### config.mk
export PLATFORM = sky130hd
export DESIGN_NAME = ula_scheduler
export DESIGN_NICKNAME = d
export VERILOG_FILES = /design/src/rtl/ula_scheduler.sv
export SDC_FILE = /design/constraint.sdc
export NUM_CORES = 1
export LEC_CHECK = 0
export ABC_AREA = 1
export ABC_CLOCK_PERIOD_IN_PS = 1700
export BUFFER_PORTS_ARGS = -buffer_cell sky130_fd_sc_hd__buf_2
export CAP_MARGIN = 20
export CELL_PAD_IN_SITES_DETAIL_PLACEMENT = 2
export CELL_PAD_IN_SITES_GLOBAL_PLACEMENT = 2
export CORE_UTILIZATION = 21
export CTS_CLUSTER_SIZE = 30
export DETAILED_ROUTE_END_ITERATION = 10
export PLACE_DENSITY_LB_ADDON = 0.1
export SLEW_MARGIN = 20
export SYNTH_ARGS = -nofsm -noshare
export SYNTH_HDL_FRONTEND = slang
export SYNTH_SLANG_ARGS = --single-unit
export TNS_END_PERCENT = 10
### constraint.sdc
create_clock -name clock -period 1.7 [get_ports clock]
set_input_delay 0.17 -clock clock [delete_from_list [all_inputs] [get_ports clock]]
set_output_delay 0.17 -clock clock [all_outputs]
set_load 0.005 [all_outputs]
### src/rtl/ula_scheduler.sv
// Two-port round-robin scheduler in front of the shared combinational ULA.
// It has an issue stage and a one-entry response buffer. Define ULA_SCHED_FIXED_PRIO_EN to give port 0 fixed priority.
module ula_scheduler #(
    parameter int WIDTH = 32,
    parameter int OPW   = 5
) (
    input  logic             clock,
    input  logic             reset,
    input  logic             req0_valid,
    input  logic [WIDTH-1:0] req0_A,
    input  logic [WIDTH-1:0] req0_B,
    input  logic [OPW-1:0]   req0_opcode,
    output logic             req0_ready,
    input  logic             req1_valid,
    input  logic [WIDTH-1:0] req1_A,
    input  logic [WIDTH-1:0] req1_B,
    input  logic [OPW-1:0]   req1_opcode,
    output logic             req1_ready,
    output logic [WIDTH-1:0] ula_A,
    output logic [WIDTH-1:0] ula_B,
    output logic [OPW-1:0]   ula_opcode,
    input  logic [WIDTH-1:0] ula_Out,
    input  logic             ula_Flag,
    output logic             rsp_valid,
    input  logic             rsp_ready,
    output logic             rsp_id,
    output logic [WIDTH-1:0] rsp_Out,
    output logic             rsp_Flag,
    output logic             idle
);

    logic s1_valid;
    logic s1_id;
    logic s1_free;
    logic s2_free;
    logic grant;
    logic accept0;
    logic accept1;
    logic accept;

    assign s2_free = !rsp_valid || rsp_ready;
    assign s1_free = !s1_valid || s2_free;

`ifdef ULA_SCHED_FIXED_PRIO_EN
    // Port 1 is granted only when port 0 is not requesting.
    always_comb begin
        grant = 1'b0;
        if (!req0_valid && req1_valid) begin
            grant = 1'b1;
        end
    end
`else
    logic last_grant;

    // A contended grant goes to the port that did not win last time.
    // With no requester, the grant parks on that same port.
    always_comb begin
        grant = ~last_grant;
        if (req0_valid && !req1_valid) begin
            grant = 1'b0;
        end else if (req1_valid && !req0_valid) begin
            grant = 1'b1;
        end
    end

    always_ff @(posedge clock) begin
        if (reset) begin
            last_grant <= 1'b1;
        end else if (accept) begin
            last_grant <= grant;
        end
    end
`endif

    assign req0_ready = s1_free && (grant == 1'b0);
    assign req1_ready = s1_free && (grant == 1'b1);
    assign accept0    = req0_valid && req0_ready;
    assign accept1    = req1_valid && req1_ready;
    assign accept     = accept0 || accept1;

    // Issue stage: the operand registers feed the ULA directly.
    always_ff @(posedge clock) begin
        if (reset) begin
            s1_valid   <= 1'b0;
            s1_id      <= 1'b0;
            ula_A      <= '0;
            ula_B      <= '0;
            ula_opcode <= '0;
        end else if (s1_free) begin
            s1_valid <= accept;
            if (accept1) begin
                s1_id      <= 1'b1;
                ula_A      <= req1_A;
                ula_B      <= req1_B;
                ula_opcode <= req1_opcode;
            end else if (accept0) begin
                s1_id      <= 1'b0;
                ula_A      <= req0_A;
                ula_B      <= req0_B;
                ula_opcode <= req0_opcode;
            end
        end
    end

    // The response buffer samples the ULA result when the issue stage moves forward.
    always_ff @(posedge clock) begin
        if (reset) begin
            rsp_valid <= 1'b0;
            rsp_id    <= 1'b0;
            rsp_Out   <= '0;
            rsp_Flag  <= 1'b0;
        end else if (s2_free) begin
            rsp_valid <= s1_valid;
            if (s1_valid) begin
                rsp_id   <= s1_id;
                rsp_Out  <= ula_Out;
                rsp_Flag <= ula_Flag;
            end
        end
    end

    assign idle = !s1_valid && !rsp_valid;

endmodule

==> Implementation_results.wiki, run 1 <==
{| class="wikitable"
! Metric !! Value
|-
| Slowest cell delay on critical path || 0.35 ns
|-
| Sum of routed wire length over all layers || 20700 um
|-
| Number of global-route vias before repair || 6226
|-
| Area growth from synthesis to layout || 40.3%
|-
| Worst Max-Slew Pin Slew || 0.384 ns
|-
| Final Net Count || 1336
|-
| Post-synthesis average cell area || 5.90 um^2
|-
| Post-placement setup slack || 0.342 ns
|-
| Leading area contributor after synthesis || sky130_fd_sc_hd__dfxtp_1
|-
| Detailed-placement wirelength estimate || 15100 um
|-
| Arrival time of data at the critical path endpoint || 1.35 ns
|-
| Top area cells in the synthesized netlist || sky130_fd_sc_hd__dfxtp_1, sky130_fd_sc_hd__nand2_1, sky130_fd_sc_hd__inv_1, sky130_fd_sc_hd__a21oi_1, sky130_fd_sc_hd__nor2_1
|-
| Share of the yosys chip area belonging to registers || 40.5%
|-
| Classification of the worst-slack hold path || in -> reg
|-
| Antenna diode count || 0
|-
| Proportion of register bits with asynchronous set or reset after synthesis || 0%
|-
| IO buf count || 282
|-
| End-of-flow core utilization || 30.3%
|-
| Total congestion overflow after global routing || 0
|-
| Detail-routed via count per cell || 4.05
|-
| Cell with the largest stage delay on the worst path || sky130_fd_sc_hd__dfxtp_1
|-
| Drt wl/cell || 13.9 um
|-
| # DRC || 0
|-
| Maximum net fanout on the critical path || 4
|-
| Post-placement cell count || 1473
|-
| Die area || 25800 um^2
|-
| Leakage power || 4.58 nW
|-
| Number of primary I/O pins || 283
|-
| Deepest level of the CTS H-tree || 3
|-
| FF+latch count, synth || 107
|-
| Pin count of the biggest net entering global routing || 59
|-
| Period utilisation layout || 89.1%
|-
| Number of endpoints with negative hold slack in the final report || 0
|-
| Startpoint Class || register
|-
| Post-CTS repair timing setup buffer count || 0
|-
| Share of the synthesized area in the top cell type || 40.5%
|-
| Iteration count of the initial detailed-routing pass || 4
|-
| Classification of the worst setup path || reg -> out
|-
| Clock skew after layout || 0.0116 ns
|-
| Remaining max-slew budget at the tightest pin || 74.4%
|-
| Ordered cell list for the critical path || a21oi_4 -> o21bai_1 -> nand2_1 -> inv_1 -> buf_2
|-
| Required @ worst endpoint || 1.53 ns
|-
| Clock tree from TritonCTS || built
|-
| Distinct cells, synth || 17
|-
| Root buffer cell || sky130_fd_sc_hd__clkbuf_16
|-
| Cell Count, Final, Fillers Out || 1489
|-
| Initial antenna violation count || 4
|-
| Sink count of the clock tree || 107
|-
| Post-layout min period || 1.52 ns
|-
| Final Worst Setup Slack || 0.185 ns
|-
| Hold-fix buffer count after cts || 0
|-
| Synthesized net count || 1074
|-
| Pwr Density || 862 nW/um^2
|-
| Worst VDD drop || 0.000383 V
|-
| Post-DRT Antenna Nets || 0
|-
| Most instantiated cells after synthesis || sky130_fd_sc_hd__nand2_1, sky130_fd_sc_hd__inv_1, sky130_fd_sc_hd__dfxtp_1
|-
| Setup violation total in the final timing report || 0
|-
| Main flop type after synthesis || sky130_fd_sc_hd__dfxtp_1
|-
| Count of warnings emitted by yosys || 0
|-
| Number of synthesized flops with an enable pin || 0
|-
| Std-Cell Core Area || 24500 um^2
|-
| Number of buffers inserted during clock tree synthesis || 9
|-
| Global-route wire length before repair || 32900 um
|-
| CTS Buffer Depth || 2
|-
| Gate count after technology mapping || 898
|-
| RePlAce Congestion || 0.708
|-
| Clock insertion delay at the later pin of the skew report || 0.36 ns
|-
| Fmax || 660 MHz
|-
| Count of vias placed by the detailed router || 6026
|-
| Result of the run || completed
|-
| Setup slack of the most critical reg-to-reg path || 0.37 ns
|-
| Unrepaired setup endpoints after global routing || no
|-
| Row count || 57
|-
| Share of cells above drive strength 1 || 27.4%
|-
| Global-route usage over all layers || 16.2%
|-
| Cell Area, Synth || 5290 um^2
|-
| Die width || 161 um
|-
| Total Negative Setup Slacks || 0 ns
|-
| Count of maximum capacitance violations || 0
|-
| Clock transition at the registers of the reported paths || 0.08 ns
|-
| Count of routing violations after the opening detailed-route iteration || 186
|-
| Post-cts gate resize count || 0
|-
| Pins over their slew limit || 0
|-
| Most frequent cell after synthesis || sky130_fd_sc_hd__nand2_1
|-
| CP endpoint kind || primary output
|-
| Die Span Y || 161 um
|-
| Initial Utilization || 21.6%
|}
-- registers in the layout, indices dropped and copies added (netlist names) --
| signal | cells |
|---|---|
| rsp_Out | 32 |
| ula_A | 32 |
| s1_id | 1 |
| ula_B | 32 |
| rsp_Flag | 1 |
| rsp_id | 1 |
| s1_valid | 1 |
| ula_opcode | 5 |
| rsp_valid | 1 |
| last_grant | 1 |
-- power breakdown --
part	leakage [nW]	switching (mW)	internal (mW)
clock network	0.144	1.10	1.04
logic	3.55	0.806	0.606
registers	0.891	0.112	2.74
-- layer usage --
metal	GRT usage [%]	wire length [um]	up-vias
met4	4.42	261	8
met5	0	57	-
li1	-	-	3086
met2	28.0	9840	170
met1	19.2	9000	2742
met3	4.98	1530	20
-- critical path: cells and delay by family (launching register included) --
kind | cells | cell delay, ns
compound gates | 2 | 0.39
buf+inv | 2 | 0.18
flops | 1 | 0.35
simple gates | 1 | 0.08
-- path summary, 6_finish.rpt --
path	startpoint	end	cells after the start
min reg2reg	s1_id$_SDFFE_PP0P_	s1_id$_SDFFE_PP0P_	2
min	reset	s1_id$_SDFFE_PP0P_	2
max	last_grant$_SDFFE_PP1P_	req1_ready	5
max reg2reg	rsp_valid$_SDFFE_PP0P_	ula_A[31]$_SDFFE_PP0P_	6
-- kinds of logic after synthesis --
kind of cell | after synthesis | share of synthesized area [%]
buffers and inverters | 259 | 18.8
DFF | 107 | 40.5
AOI/OAI and AO/OA | 109 | 10.6
and+or+nand+nor | 423 | 30.1
-- area by class of cell --
type	instances	area, um^2
Clock buffer	9	225
Clock inverter	7	66.3
Inverter	214	805
Tap cell	324	405
Fill cell	3141	17100
Timing Repair Buffer	296	1620
Multi-Input combinational cell	532	2170
Sequential cell	107	2140
-- metrics by stage --
step / power, mW / hold slack [ns] / instance area (um^2)
final: 6.40 / 0.0245 / 7430
after global routing: 6.86 / 0.00924 / 7430
after CTS: 6.60 / 0.00354 / 7430
after detailed placement: 4.38 / 0.395 / 7140
after global placement: 4.34 / 0.398 / 7140
after floorplan: 3.62 / 0.239 / 5290
-- cells in the final DEF (no fill, tap or decap), drive strengths merged --
master / n
nand3: 2
clkbuf: 9
a21oi: 73
nand2: 351
o21ai: 35
buf: 296
dfxtp: 107
inv: 216
o21bai: 1
clkinv: 5
nor2: 70
Power figures use the tool's default switching activity.
==> inputs of run 2 (changes only) <==
HOLD_SLACK_MARGIN = 0.03   (was not set)
==> run 2 against run 1 <==
Effect of this change: largest power group unchanged; register-to-register slack about the same; clock-buffer cell count did not move; die area stayed put.
==> Implementation_results.wiki, run 2 (synthesis results as in run 1) <==
{| class="wikitable"
! Metric !! Value
|-
| Count of maximum capacitance violations || 0 (unchanged)
|-
| Sink count of the clock tree || 107 (unchanged)
|-
| Initial Utilization || 21.6% (unchanged)
|-
| Classification of the worst setup path || reg -> out
|-
| Leakage power || 4.59 nW (about the same)
|-
| Count of routing violations after the opening detailed-route iteration || 174 (-6.5%)
|-
| CP endpoint kind || primary output
|-
| Die width || 161 um (unchanged)
|-
| Number of endpoints with negative hold slack in the final report || 0 (unchanged)
|-
| RePlAce Congestion || 0.708 (unchanged)
|-
| Row count || 57 (unchanged)
|-
| Unrepaired setup endpoints after global routing || no
|-
| Total Negative Setup Slacks || 0 ns (unchanged)
|-
| Arrival time of data at the critical path endpoint || 1.35 ns (about the same)
|-
| Die area || 25800 um^2 (unchanged)
|-
| Share of cells above drive strength 1 || 27.4% (about the same)
|-
| Pins over their slew limit || 0 (unchanged)
|-
| Post-placement cell count || 1473 (unchanged)
|-
| Area taken by flip-flops and latches || 2140 um^2 (unchanged)
|-
| Worst Max-Slew Pin Slew || 0.384 ns (unchanged)
|-
| IO buf count || 282 (unchanged)
|-
| Global-route wire length before repair || 32900 um (+0.11%)
|-
| Clock tree from TritonCTS || built
|-
| Detailed-placement wirelength estimate || 15100 um (unchanged)
|-
| Clock transition at the registers of the reported paths || 0.09 ns (about the same)
|-
| Post-cts gate resize count || 0 (unchanged)
|-
| Post-route design area || 7440 um^2 (+0.13%)
|-
| Std-Cell Core Area || 24500 um^2 (unchanged)
|-
| Post-layout min period || 1.52 ns (-0.00000500 ns)
|-
| # DRC || 0 (unchanged)
|-
| Power Total || 6.40 mW (about the same)
|-
| Pin count of the biggest net entering global routing || 59 (unchanged)
|-
| Number of primary I/O pins || 283 (unchanged)
|-
| Number of buffers inserted during clock tree synthesis || 9 (unchanged)
|-
| Count of vias placed by the detailed router || 6028 (+0.033%)
|-
| Multi-input gate area in the final layout || 2170 um^2 (unchanged)
|-
| Pwr Density || 861 nW/um^2 (-0.10%)
|-
| Top flop regs || rsp_Out x32, ula_A x32, ula_B x32
|-
| Clock skew after layout || 0.0118 ns (+0.000149 ns)
|-
| WHS Path Cells || 3 (+1)
|-
| Post-CTS repair timing setup buffer count || 0 (unchanged)
|-
| Cell Count, Final, Fillers Out || 1490 (+0.067%)
|-
| Cell area reported after detailed placement || 7140 um^2 (unchanged)
|-
| Required @ worst endpoint || 1.53 ns (about the same)
|-
| Capturing point of the worst reg2reg path || ula_A[31]$_SDFFE_PP0P_
|-
| Period utilisation layout || 89.1% (about the same)
|-
| Total congestion overflow after global routing || 0 (unchanged)
|-
| End of the worst hold path || rsp_Out[30]$_SDFFE_PP0P_
|-
| Reg-to-Reg Start || rsp_valid$_SDFFE_PP0P_
|-
| Startpoint Class || register
|-
| Maximum net fanout on the critical path || 4 (unchanged)
|-
| Fmax || 660 MHz (about the same)
|-
| Global-route usage over all layers || 16.2% (about the same)
|-
| Initial antenna violation count || 4 (unchanged)
|-
| Result of the run || completed
|-
| Iteration count of the initial detailed-routing pass || 4 (unchanged)
|-
| Clock insertion delay at the later pin of the skew report || 0.36 ns (about the same)
|-
| Most common library cell in the layout ignoring fill and taps || sky130_fd_sc_hd__nand2_1
|-
| Classification of the worst-slack hold path || in -> reg
|-
| Worst VDD drop || 0.000383 V (about the same)
|-
| Final Net Count || 1337 (+0.075%)
|-
| Die Span Y || 161 um (unchanged)
|-
| Detail-routed via count per cell || 4.05 (about the same)
|-
| Sum of routed wire length over all layers || 20700 um (about the same)
|-
| Hold Startpoint || ula_Out[30]
|-
| Number of filler instances in the final layout || 3141 (unchanged)
|-
| Drt wl/cell || 13.9 um (about the same)
|-
| Post-DRT Antenna Nets || 0 (unchanged)
|-
| Setup violation total in the final timing report || 0 (unchanged)
|-
| Deepest level of the CTS H-tree || 3 (unchanged)
|-
| Remaining max-slew budget at the tightest pin || 74.4% (unchanged)
|-
| Most frequent cells in the layout || sky130_fd_sc_hd__nand2_1, sky130_fd_sc_hd__buf_2, sky130_fd_sc_hd__inv_1
|-
| Root buffer cell || sky130_fd_sc_hd__clkbuf_16
|-
| FF-to-FF path depth || 6 (unchanged)
|-
| Setup slack of the most critical reg-to-reg path || 0.37 ns (about the same)
|-
| CTS Buffer Depth || 2 (unchanged)
|-
| Number of global-route vias before repair || 6235 (+0.14%)
|-
| Area growth from synthesis to layout || 40.5%
|-
| Antenna diode count || 0 (unchanged)
|}
[run 2: changes by cell type in the layout (fill, tap and decap cells not counted), sizes merged]
cell and change:
dlygate4sd3 +1
[run 2: routing by layer]
metal,part of all wire [%],vias up,track usage [%]
li1,-,3088,-
met1,44,2742,19.3
met2,48,170,28.0
met3,7.4,20,4.98
met4,1.3,8,4.42
met5,0.28,-,0
[run 2: how the worst max path moves through the flow]
stage                                        from                       to  slack, ns
after floorplan            rsp_valid$_SDFFE_PP0P_  rsp_Out[1]$_SDFFE_PP0P_       0.45
after global placement     rsp_valid$_SDFFE_PP0P_   ula_A[31]$_SDFFE_PP0P_       0.39
after detailed placement   rsp_valid$_SDFFE_PP0P_   ula_A[22]$_SDFFE_PP0P_       0.34
after CTS                 last_grant$_SDFFE_PP1P_               req1_ready       0.13
after global routing      last_grant$_SDFFE_PP1P_               req1_ready       0.05
final                     last_grant$_SDFFE_PP1P_               req1_ready       0.18
[run 2: final cells by class]
class,count,share of cell area (%)
multi-input combinational,532,29.2
sequential,107,28.8
tap,324,5.45
timing repair buffer,297,21.9
clock buffer,9,3.03
clock inverter,7,0.892
inverter,214,10.8
[run 2: critical path: stages (launching register included)]
cell	delay, ns
sky130_fd_sc_hd__dfxtp_1	0.35
sky130_fd_sc_hd__a21oi_4	0.21
sky130_fd_sc_hd__o21bai_1	0.18
sky130_fd_sc_hd__nand2_1	0.08
sky130_fd_sc_hd__inv_1	0.05
sky130_fd_sc_hd__buf_2	0.13
[run 2: where the power goes]
part / switching [mW] / leakage, nW / total (mW) / internal [mW]
registers: 0.112 / 0.891 / 2.85 / 2.74
clock network: 1.10 / 0.144 / 2.14 / 1.04
logic: 0.806 / 3.55 / 1.41 / 0.608
[run 2: timing repair]
item | 4_1_cts | 5_1_grt
setup endpoints to repair | 0 | 0
hold endpoints to repair | 3 | 0
hold buffers | 1 | 0
[run 2: through the flow]
step	util, %	hold slack (ns)	setup WS, ns
after floorplan	-	0.239	0.448
after global placement	29.1	0.398	0.389
after detailed placement	29.1	0.395	0.342
after CTS	30.3	0.0418	0.131
after global routing	30.3	0.0632	0.0477
final	30.3	0.0594	0.185
